==> src/rtl/mod997_acc_if.sv <==
// Handshake bundle for mod997_accumulator.
// The input side carries partial residues: in_valid, in_ready, in_data and in_last.
// The output side carries frame results: out_valid, out_ready, out_data and out_beats.
// The slave modport is the accumulator's view of the bundle.
// The master modport is the view of the upstream producer and downstream consumer.
interface mod997_acc_if #(
    parameter int W = 10
);
    logic         in_valid;
    logic         in_ready;
    logic [W-1:0] in_data;
    logic         in_last;
    logic         out_valid;
    logic         out_ready;
    logic [W-1:0] out_data;
    logic [3:0]   out_beats;

    modport slave (
        input  in_valid, in_data, in_last, out_ready,
        output in_ready, out_valid, out_data, out_beats
    );

    modport master (
        output in_valid, in_data, in_last, out_ready,
        input  in_ready, out_valid, out_data, out_beats
    );
endinterface

==> src/rtl/mod997_accumulator.sv <==
// mod997_accumulator: running modular sum of a stream of W-bit residues.
// One fully reduced result is emitted per frame, and in_last closes the frame.
//   clk  : clock; all state changes on its rising edge
//   rst  : synchronous active-high reset
//   bus  : mod997_acc_if.slave
//          in_valid/in_ready/in_data/in_last   : one residue per accepted beat
//          out_valid/out_ready/out_data/out_beats : frame result plus its
//                                                   beat count (saturates at 15)
// The block is in ACC while accepting beats and in HOLD while a result is presented.
// in_ready depends only on the state, so out_ready never reaches it combinationally.
module mod997_accumulator #(
    parameter int MOD = 997,
    parameter int W   = 10
) (
    input  logic            clk,
    input  logic            rst,
    mod997_acc_if.slave     bus
);
    typedef enum logic {
        ACC  = 1'b0,
        HOLD = 1'b1
    } state_t;

    // Constants widened to the sum width.
    // acc + in_data is at most (MOD-1) + (2^W-1), which fits in W+1 bits.
    // Because 2*MOD > 2^W-1, two conditional subtractions always reduce the sum fully.
    localparam logic [W:0] MOD_X  = (W+1)'(MOD);
    localparam logic [W:0] MOD2_X = (W+1)'(2 * MOD);

    state_t       state_reg, state_next;
    logic [W-1:0] acc_reg, acc_next;
    logic [3:0]   cnt_reg, cnt_next;
    logic [W-1:0] out_data_reg, out_data_next;
    logic [3:0]   out_beats_reg, out_beats_next;
    logic         out_valid_reg, out_valid_next;

    logic [W:0]   sum;
    logic [W-1:0] reduced;
    logic [3:0]   cnt_inc;
    logic         accept;

    assign accept = bus.in_valid && (state_reg == ACC);

    // Reduction datapath for the beat presented this cycle.
    always_comb begin
        sum = {1'b0, acc_reg} + {1'b0, bus.in_data};
        if (sum >= MOD2_X) begin
            reduced = W'(sum - MOD2_X);
        end else if (sum >= MOD_X) begin
            reduced = W'(sum - MOD_X);
        end else begin
            reduced = W'(sum);
        end
        cnt_inc = (cnt_reg == 4'd15) ? 4'd15 : cnt_reg + 4'd1;
    end

    // Next-state and next-output logic.
    always_comb begin
        state_next     = state_reg;
        acc_next       = acc_reg;
        cnt_next       = cnt_reg;
        out_data_next  = out_data_reg;
        out_beats_next = out_beats_reg;
        out_valid_next = out_valid_reg;

        case (state_reg)
            ACC: begin
                if (accept) begin
                    if (bus.in_last) begin
                        // Close the frame and start the next one from zero.
                        out_data_next  = reduced;
                        out_beats_next = cnt_inc;
                        out_valid_next = 1'b1;
                        acc_next       = '0;
                        cnt_next       = '0;
                        state_next     = HOLD;
                    end else begin
                        acc_next = reduced;
                        cnt_next = cnt_inc;
                    end
                end
            end
            HOLD: begin
                if (out_valid_reg && bus.out_ready) begin
                    out_valid_next = 1'b0;
                    state_next     = ACC;
                end
            end
            default: begin
                state_next = ACC;
            end
        endcase
    end

    always_ff @(posedge clk) begin
        if (rst) begin
            state_reg     <= ACC;
            acc_reg       <= '0;
            cnt_reg       <= '0;
            out_data_reg  <= '0;
            out_beats_reg <= '0;
            out_valid_reg <= 1'b0;
        end else begin
            state_reg     <= state_next;
            acc_reg       <= acc_next;
            cnt_reg       <= cnt_next;
            out_data_reg  <= out_data_next;
            out_beats_reg <= out_beats_next;
            out_valid_reg <= out_valid_next;
        end
    end

    assign bus.in_ready  = (state_reg == ACC);
    assign bus.out_valid = out_valid_reg;
    assign bus.out_data  = out_data_reg;
    assign bus.out_beats = out_beats_reg;
endmodule
==> src/flat_wrapper.sv <==
// flat-port wrapper written by rule: the top's interface ports become plain ports
module mod997_accumulator_flat 
#(
    parameter int MOD = 997,
    parameter int W   = 10
)
  (clk, rst, bus_in_valid, bus_in_data, bus_in_last, bus_out_ready, bus_in_ready, bus_out_valid, bus_out_data, bus_out_beats);
  mod997_acc_if #(.W(W)) bus_i ();
  input  logic clk;
  input  logic rst;
  input wire logic [$bits(bus_i.in_valid)-1:0] bus_in_valid;
  input wire logic [$bits(bus_i.in_data)-1:0] bus_in_data;
  input wire logic [$bits(bus_i.in_last)-1:0] bus_in_last;
  input wire logic [$bits(bus_i.out_ready)-1:0] bus_out_ready;
  output wire logic [$bits(bus_i.in_ready)-1:0] bus_in_ready;
  output wire logic [$bits(bus_i.out_valid)-1:0] bus_out_valid;
  output wire logic [$bits(bus_i.out_data)-1:0] bus_out_data;
  output wire logic [$bits(bus_i.out_beats)-1:0] bus_out_beats;
  assign bus_i.in_valid = bus_in_valid;
  assign bus_i.in_data = bus_in_data;
  assign bus_i.in_last = bus_in_last;
  assign bus_i.out_ready = bus_out_ready;
  assign bus_in_ready = bus_i.in_ready;
  assign bus_out_valid = bus_i.out_valid;
  assign bus_out_data = bus_i.out_data;
  assign bus_out_beats = bus_i.out_beats;
  mod997_accumulator #(.MOD(MOD), .W(W)) u_core (.clk(clk), .rst(rst), .bus(bus_i));
endmodule
==> config.mk <==
export PLATFORM = sky130hd
export DESIGN_NAME = mod997_accumulator_flat
export DESIGN_NICKNAME = d
export VERILOG_FILES = /design/src/rtl/mod997_acc_if.sv /design/src/rtl/mod997_accumulator.sv /design/src/flat_wrapper.sv
export SDC_FILE = /design/constraint.sdc
export NUM_CORES = 1
export LEC_CHECK = 0
export BUFFER_PORTS_ARGS = -buffer_cell sky130_fd_sc_hd__buf_2
export CAP_MARGIN = 20
export CELL_PAD_IN_SITES_DETAIL_PLACEMENT = 1
export CELL_PAD_IN_SITES_GLOBAL_PLACEMENT = 1
export CORE_ASPECT_RATIO = 0.75
export CORE_MARGIN = 10
export CORE_UTILIZATION = 40
export DETAILED_ROUTE_END_ITERATION = 10
export MAX_ROUTING_LAYER = met4
export PLACE_DENSITY = 0.75
export SYNTH_ARGS = -nofsm -noshare
export SYNTH_HDL_FRONTEND = slang
export SYNTH_SLANG_ARGS = --single-unit
==> constraint.sdc <==
create_clock -name clk -period 5.8 [get_ports clk]
set_clock_uncertainty 0.2 [all_clocks]
set_input_delay 1.16 -clock clk [delete_from_list [all_inputs] [get_ports clk]]
set_output_delay 1.16 -clock clk [all_outputs]
set_load 0.02 [all_outputs]
==> results of run 1 <==
## per-layer routing
layer  vias up  wire length [µm]  global-route usage
li1       1043                 -                   -
met5         -                 0                   -
met1      1016              3210               0.189
met3         5               233              0.0363
met4         0                42              0.0380
met2        31              2760               0.223
## synthesized netlist by cell type, drive strengths merged (3+ instances only)
cell type,instances
a211oi,8
a21o,8
a21oi,22
a22o,4
a31oi,6
buf,5
clkbuf,6
dfxtp,30
ha,17
inv,13
nand2,24
nand2b,3
nand3,7
nand3b,3
nor2,25
nor3,12
nor3b,4
o211ai,3
o21a,7
o21ai,16
o31ai,3
or3,4
xnor2,9
## cells by family after synthesis
kind of cell               share of synthesized area
and+or+nand+nor                                0.209
AOI/OAI and AO/OA                              0.312
DFF                                            0.267
buffers and inverters                         0.0456
adders and majority gates                      0.103
xor gates and xnor gates                      0.0428
muxes                                         0.0206
## critical path, delay by kind of cell
| family | cells | cell delay, ps |
|---|---|---|
| buffers and inverters | 2 | 160 |
| multiplexers | 2 | 530 |
| AND/OR/NAND/NOR | 2 | 590 |
| AO/OA/AOI/OAI | 5 | 1120 |
| adder cells (fa/ha/maj) | 2 | 640 |
## through the flow
step / utilization / power, mW / instances
after floorplan: - / 0.397 / 272
after global placement: 0.451 / 0.446 / 366
after detailed placement: 0.451 / 0.452 / 366
after CTS: 0.467 / 0.619 / 372
after global routing: 0.467 / 0.657 / 372
final: 0.467 / 0.617 / 372
## area by class of cell
class / count / area (µm²) / share of cell area
Clock buffer: 6 / 82.6 / 0.0327
Inverter: 13 / 48.8 / 0.0193
Multi-Input combinational cell: 218 / 1550 / 0.613
Sequential cell: 30 / 601 / 0.238
Tap cell: 75 / 93.8 / 0.0372
Timing Repair Buffer: 30 / 150 / 0.0595
## final timing paths
path	startpoint	end	slack, ps	cells past startpoint
hold / removal	u_core.acc_reg[8]	u_core.acc_reg[8]	260	2
setup reg to reg	u_core.acc_reg[0]	u_core.bus.out_data[8]	2200	12
hold reg to reg	u_core.acc_reg[8]	u_core.acc_reg[8]	260	2
setup / recovery	bus_in_data[0]	u_core.bus.out_data[8]	1590	13
## power groups by stage
stage	registers (mW)	clock network, mW	logic (mW)
floorplan	0.240	0	0.157
global placement	0.233	0	0.213
detailed placement	0.233	0	0.219
CTS	0.229	0.169	0.221
global route	0.230	0.182	0.245
finish	0.229	0.168	0.220
==> qor.yml, run 1 <==
hp-class: "reg -> reg"
synth_top_area_frac: 0.267
grt-ovfl-total: 0
synth_edf_count: 0
fin_setup_tns_ps: 0
post-cts-setup-buffers: 0
hold_viol_final: 0
cp-start-kind: "input pin"
path_cells: "buf_2 -> ha_1 -> inv_1 -> fa_1 -> nand2b_1 -> a2111oi_0 -> mux2_2 -> a32oi_1 -> a21oi_1 -> or2_1 -> o21ai_1 -> mux2_4 -> a211oi_2"
cts_sinks: 30
p_seq_frac: 0.371
dieArea_um2: 9060
start_util: 0.416
synth_top_cell_by_area: "dfxtp_1"
synth_cells: 272
grt_pass1_wl_um: 10800
peakVddDrop_mv: 0.112
outcome: "completed"
synth_nets: 305
area_delta_synth_final_pct: 12.1
synthFlopType: "dfxtp_1"
slew_viol_final: 0
pre_cts_ws_ps: 1410
rsz0062_at_grt: "false"
num_rows: 23
cts_buffers: 5
max_cap_viol_count: 0
p_comb_frac: 0.357
drc_errors: 0
cts_max_path_buffers: 2
vias: 2095
cp.arrival_ps: 4220
post-route-cell-area_um2: 2520
synth-seq-cells: 30
fin_crit_sh: 0.726
slew_headroom: 0.497
antenna_found_initial: 0
syn_avg_cell_area_um2: 8.28
diodes: 0
cts_root_buf: "clkbuf_8"
drtPass1Iterations: 4
vias_per_cell: 5.63
clk_pin_slew_ps: 70
fmax_mhz: 237
grt_pass1_vias: 2239
io_pins: 31
hpwl_um: 4960
max_stage_delay_ps: 420
yosys_warnings: 0
holdWs_ps: 263
power.density_nw_per_um2: 244
grt_max_degree: 26
cts_hold_buf: 0
ant_nets: 0
critPathSlowestCell: "fa_1"
finalNetCount: 331
cts_tree: "yes"
cp-end-kind: "flop"
setup_viol: 0
ctsHtreeMaxLevel: 2
die_h_um: 85.0
ys_types: 61
fin_crit_ps: 4210
criticalPathCategory: "in -> reg"
die_w_um: 107
mostFrequentLayoutCells: "buf_2, dfxtp_1, nor2_1"
io_buffers: 30
gr-usage-all-layers: 0.147
final.setup.worst_slack_ps: 1590
drtIter0Drc: 65
yosys-top-cells-area: "dfxtp_1, ha_1, a21oi_1"
core-area_um2: 5410
critical_path.max_fanout: 8
final_layout_size_suffix_gt1_frac: 0.195
p_leak_nw: 1.06
routed_wl_um: 6250
gp_congestion: 0.858
sw_frac_of_total: 0.361
clk-insertion-delay-late_ps: 280
netlist_area_um2: 2250
nFillCells: 696
crit_required_ps: 5810
worstMarginPinSlew_ps: 752
power_frac_clock: 0.272
yosysSeqAreaShare: 0.267
placed_cell_area_um2: 2440
synthArstFlopShare: 0
wire_per_inst_um: 16.8
switching_power_mw: 0.222
cts_resized: 0
p_int_mw: 0.394
No activity file was read; power rests on OpenSTA's default activity.
==> run 2: changes to the inputs <==
ABC_AREA = 1   (was unset)
PLACE_DENSITY = 0.78   (was 0.75)
clock period = 4.19 ns   (was 5.8 ns; I/O delays follow)
==> run 2 against run 1 <==
Against the previous run: non-clock buffer count is 2 higher; die area is 8.3% higher; flip-flop and latch count stayed put.
==> qor.yml, run 2 <==
pre_cts_ws_ps: 135  # -1270 ps
slew_viol_final: 0  # unchanged
crit_required_ps: 4180  # -1630 ps
cts_buffers: 5  # unchanged
gp_congestion: 0.933  # +8.6%
drc_errors: 0  # unchanged
cp-start-kind: "input pin"
power.density_nw_per_um2: 346  # +41%
io_pins: 31  # unchanged
clk_pin_slew_ps: 70  # about the same
cts_hold_buf: 0  # unchanged
clk-insertion-delay-late_ps: 280  # about the same
vias_per_cell: 5.06  # -10%
mostFrequentLayoutCells: "nand2_1, inv_1, buf_2, dfxtp_1, nand3_1"
cts_tree: "yes"
synth_nets: 413  # +35%
worstMarginPinSlew_ps: 578  # -173 ps
synth_edf_count: 0  # unchanged
reg2reg_slack_ps: 590  # -1610 ps
vias: 2467  # +18%
fin_crit_ps: 3820
cp.arrival_ps: 3810  # -410 ps
criticalPathCategory: "in -> reg"
synthArstFlopShare: 0  # unchanged
p_leak_nw: 1.49  # +41%
critical_path.max_fanout: 13  # +5
outcome: "completed"
endpoint: "u_core.bus.out_data[8]"
drtPass1Iterations: 4  # unchanged
drtIter0Drc: 114  # +75%
routed_wl_um: 7590  # +22%
hp-class: "reg -> reg"
die_h_um: 88.3  # +4.0%
syn_avg_cell_area_um2: 6.56  # -21%
fin_crit_sh: 0.912
gr-usage-all-layers: 0.161  # +0.0145
netlist_area_um2: 2490  # +11%
synth_cells: 380  # +40%
rsz0062_at_grt: "false"
worstHoldPathCells: 2  # unchanged
cts_resized: 0  # unchanged
num_rows: 24  # +4.3%
grt-ovfl-total: 0  # unchanged
ant_nets: 0  # unchanged
cts_sinks: 30  # unchanged
critPathLaunch: "bus_in_data[0]"
grt_pass1_vias: 2558  # +14%
setup_viol: 0  # unchanged
die_w_um: 111  # +4.2%
io_buffers: 30  # unchanged
finalNetCount: 442  # +34%
cp-end-kind: "flop"
synthFlopType: "dfxtp_1"
cts_max_path_buffers: 2  # unchanged
synth.most_common_cell: "nand2_1"
yosys-top-cells-area: "dfxtp_1, nand2_1, ha_1"
core-area_um2: 5920  # +9.3%
slew_headroom: 0.613  # +0.117
diodes: 0  # unchanged
yosys_warnings: 0  # unchanged
wire_per_inst_um: 15.6  # -7.4%
synth-seq-cells: 30  # unchanged
synth_top_cells_by_count: "nand2_1, inv_1, dfxtp_1, nand3_1, a21oi_1"
fmax_mhz: 262
final_layout_size_suffix_gt1_frac: 0.210  # +0.0145
ys_types: 39  # -36%
start_util: 0.421  # +0.00483
final.setup.worst_slack_ps: 368  # -1220 ps
timing.rr.end: "u_core.bus.out_data[8]"
ctsHtreeMaxLevel: 2  # unchanged
max_cap_viol_count: 0  # unchanged
synth_top_cell_by_area: "dfxtp_1"
peakVddDrop_mv: 0.195  # +74%
hold_viol_final: 0  # unchanged
post-cts-setup-buffers: 0  # unchanged
dieArea_um2: 9820  # +8.3%
synth_top_area_frac: 0.241  # -0.0256
layout_commonest_cell: "nand2_1"
worstRegToRegCells: 18  # +6
cts_root_buf: "clkbuf_8"
regToRegStartpoint: "u_core.acc_reg[0]"
grt_max_degree: 19  # -27%
grt_pass1_wl_um: 12800  # +19%
hpwl_um: 6130  # +24%
antenna_found_initial: 0  # unchanged
yosysSeqAreaShare: 0.241  # -0.0256
fin_setup_tns_ps: 0  # unchanged
area_delta_synth_final_pct: 11.9
## run 2: area by class of cell
| cell class | count | area, µm² |
|---|---|---|
| fill | 806 | 3130 |
| multi-input combinational | 280 | 1610 |
| sequential | 30 | 601 |
| inverter | 60 | 225 |
| timing repair buffer | 32 | 165 |
| tap | 78 | 97.6 |
| clock buffer | 7 | 86.3 |
| clock inverter | 1 | 5.00 |
## run 2: worst min path at each step
stage                         to               from  slack, ps
6_report       u_core.cnt_reg[3]  u_core.cnt_reg[3]        270
5_1_grt        u_core.cnt_reg[3]  u_core.cnt_reg[3]        290
4_1_cts        u_core.cnt_reg[3]  u_core.cnt_reg[3]        280
3_5_place_dp   u_core.cnt_reg[3]  u_core.cnt_reg[3]        270
3_3_place_gp   u_core.cnt_reg[3]  u_core.cnt_reg[3]        250
2_1_floorplan  u_core.cnt_reg[3]  u_core.cnt_reg[3]        250
## run 2: power by group
part	switching [mW]	internal (mW)	total (mW)
registers	0.0137	0.305	0.319
clock network	0.113	0.132	0.245
logic	0.268	0.130	0.399
total	0.395	0.568	0.963
## run 2: routing by layer
metal  track usage  share of wire  vias to the layer above
li1              -              -                     1252
met1         0.207           0.50                     1168
met4        0.0268         0.0054                        0
met3        0.0318          0.040                        4
met5             -              0                        -
met2         0.261           0.45                       43
## run 2: stage by stage
stage	instances	area (µm²)	util	hold slack, ps	total power, mW
3_5_place_dp	480	2700	0.456	270	0.722
2_1_floorplan	380	2490	-	245	0.622
3_3_place_gp	480	2700	0.456	254	0.711
5_1_grt	488	2790	0.471	292	1.04
6_report	488	2790	0.471	273	0.963
4_1_cts	488	2790	0.471	279	0.968
## run 2: cells by family (layout without fill, tap and decap cells)
family	after synthesis	in the layout	share of synthesized area
and+or+nand+nor	197	197	0.382
DFF	30	30	0.241
xor gates and xnor gates	8	8	0.0311
adders and majority gates	18	18	0.0934
buffers and inverters	70	100	0.114
AOI/OAI and AO/OA	57	57	0.139
## run 2: worst max-delay path, stage by stage
cell and delay (ps):
buf_2 90, ha_1 160, inv_1 50, fa_1 380, nand2_1 80, and2_1 250, inv_1 130, ha_1 250
o21ai_1 220, inv_1 80, o21ai_1 150, nand2_1 100, nand2_1 80, nand3_2 240, inv_2 220, nand2_1 140
nand2_1 160, a21o_1 130, inv_1 30
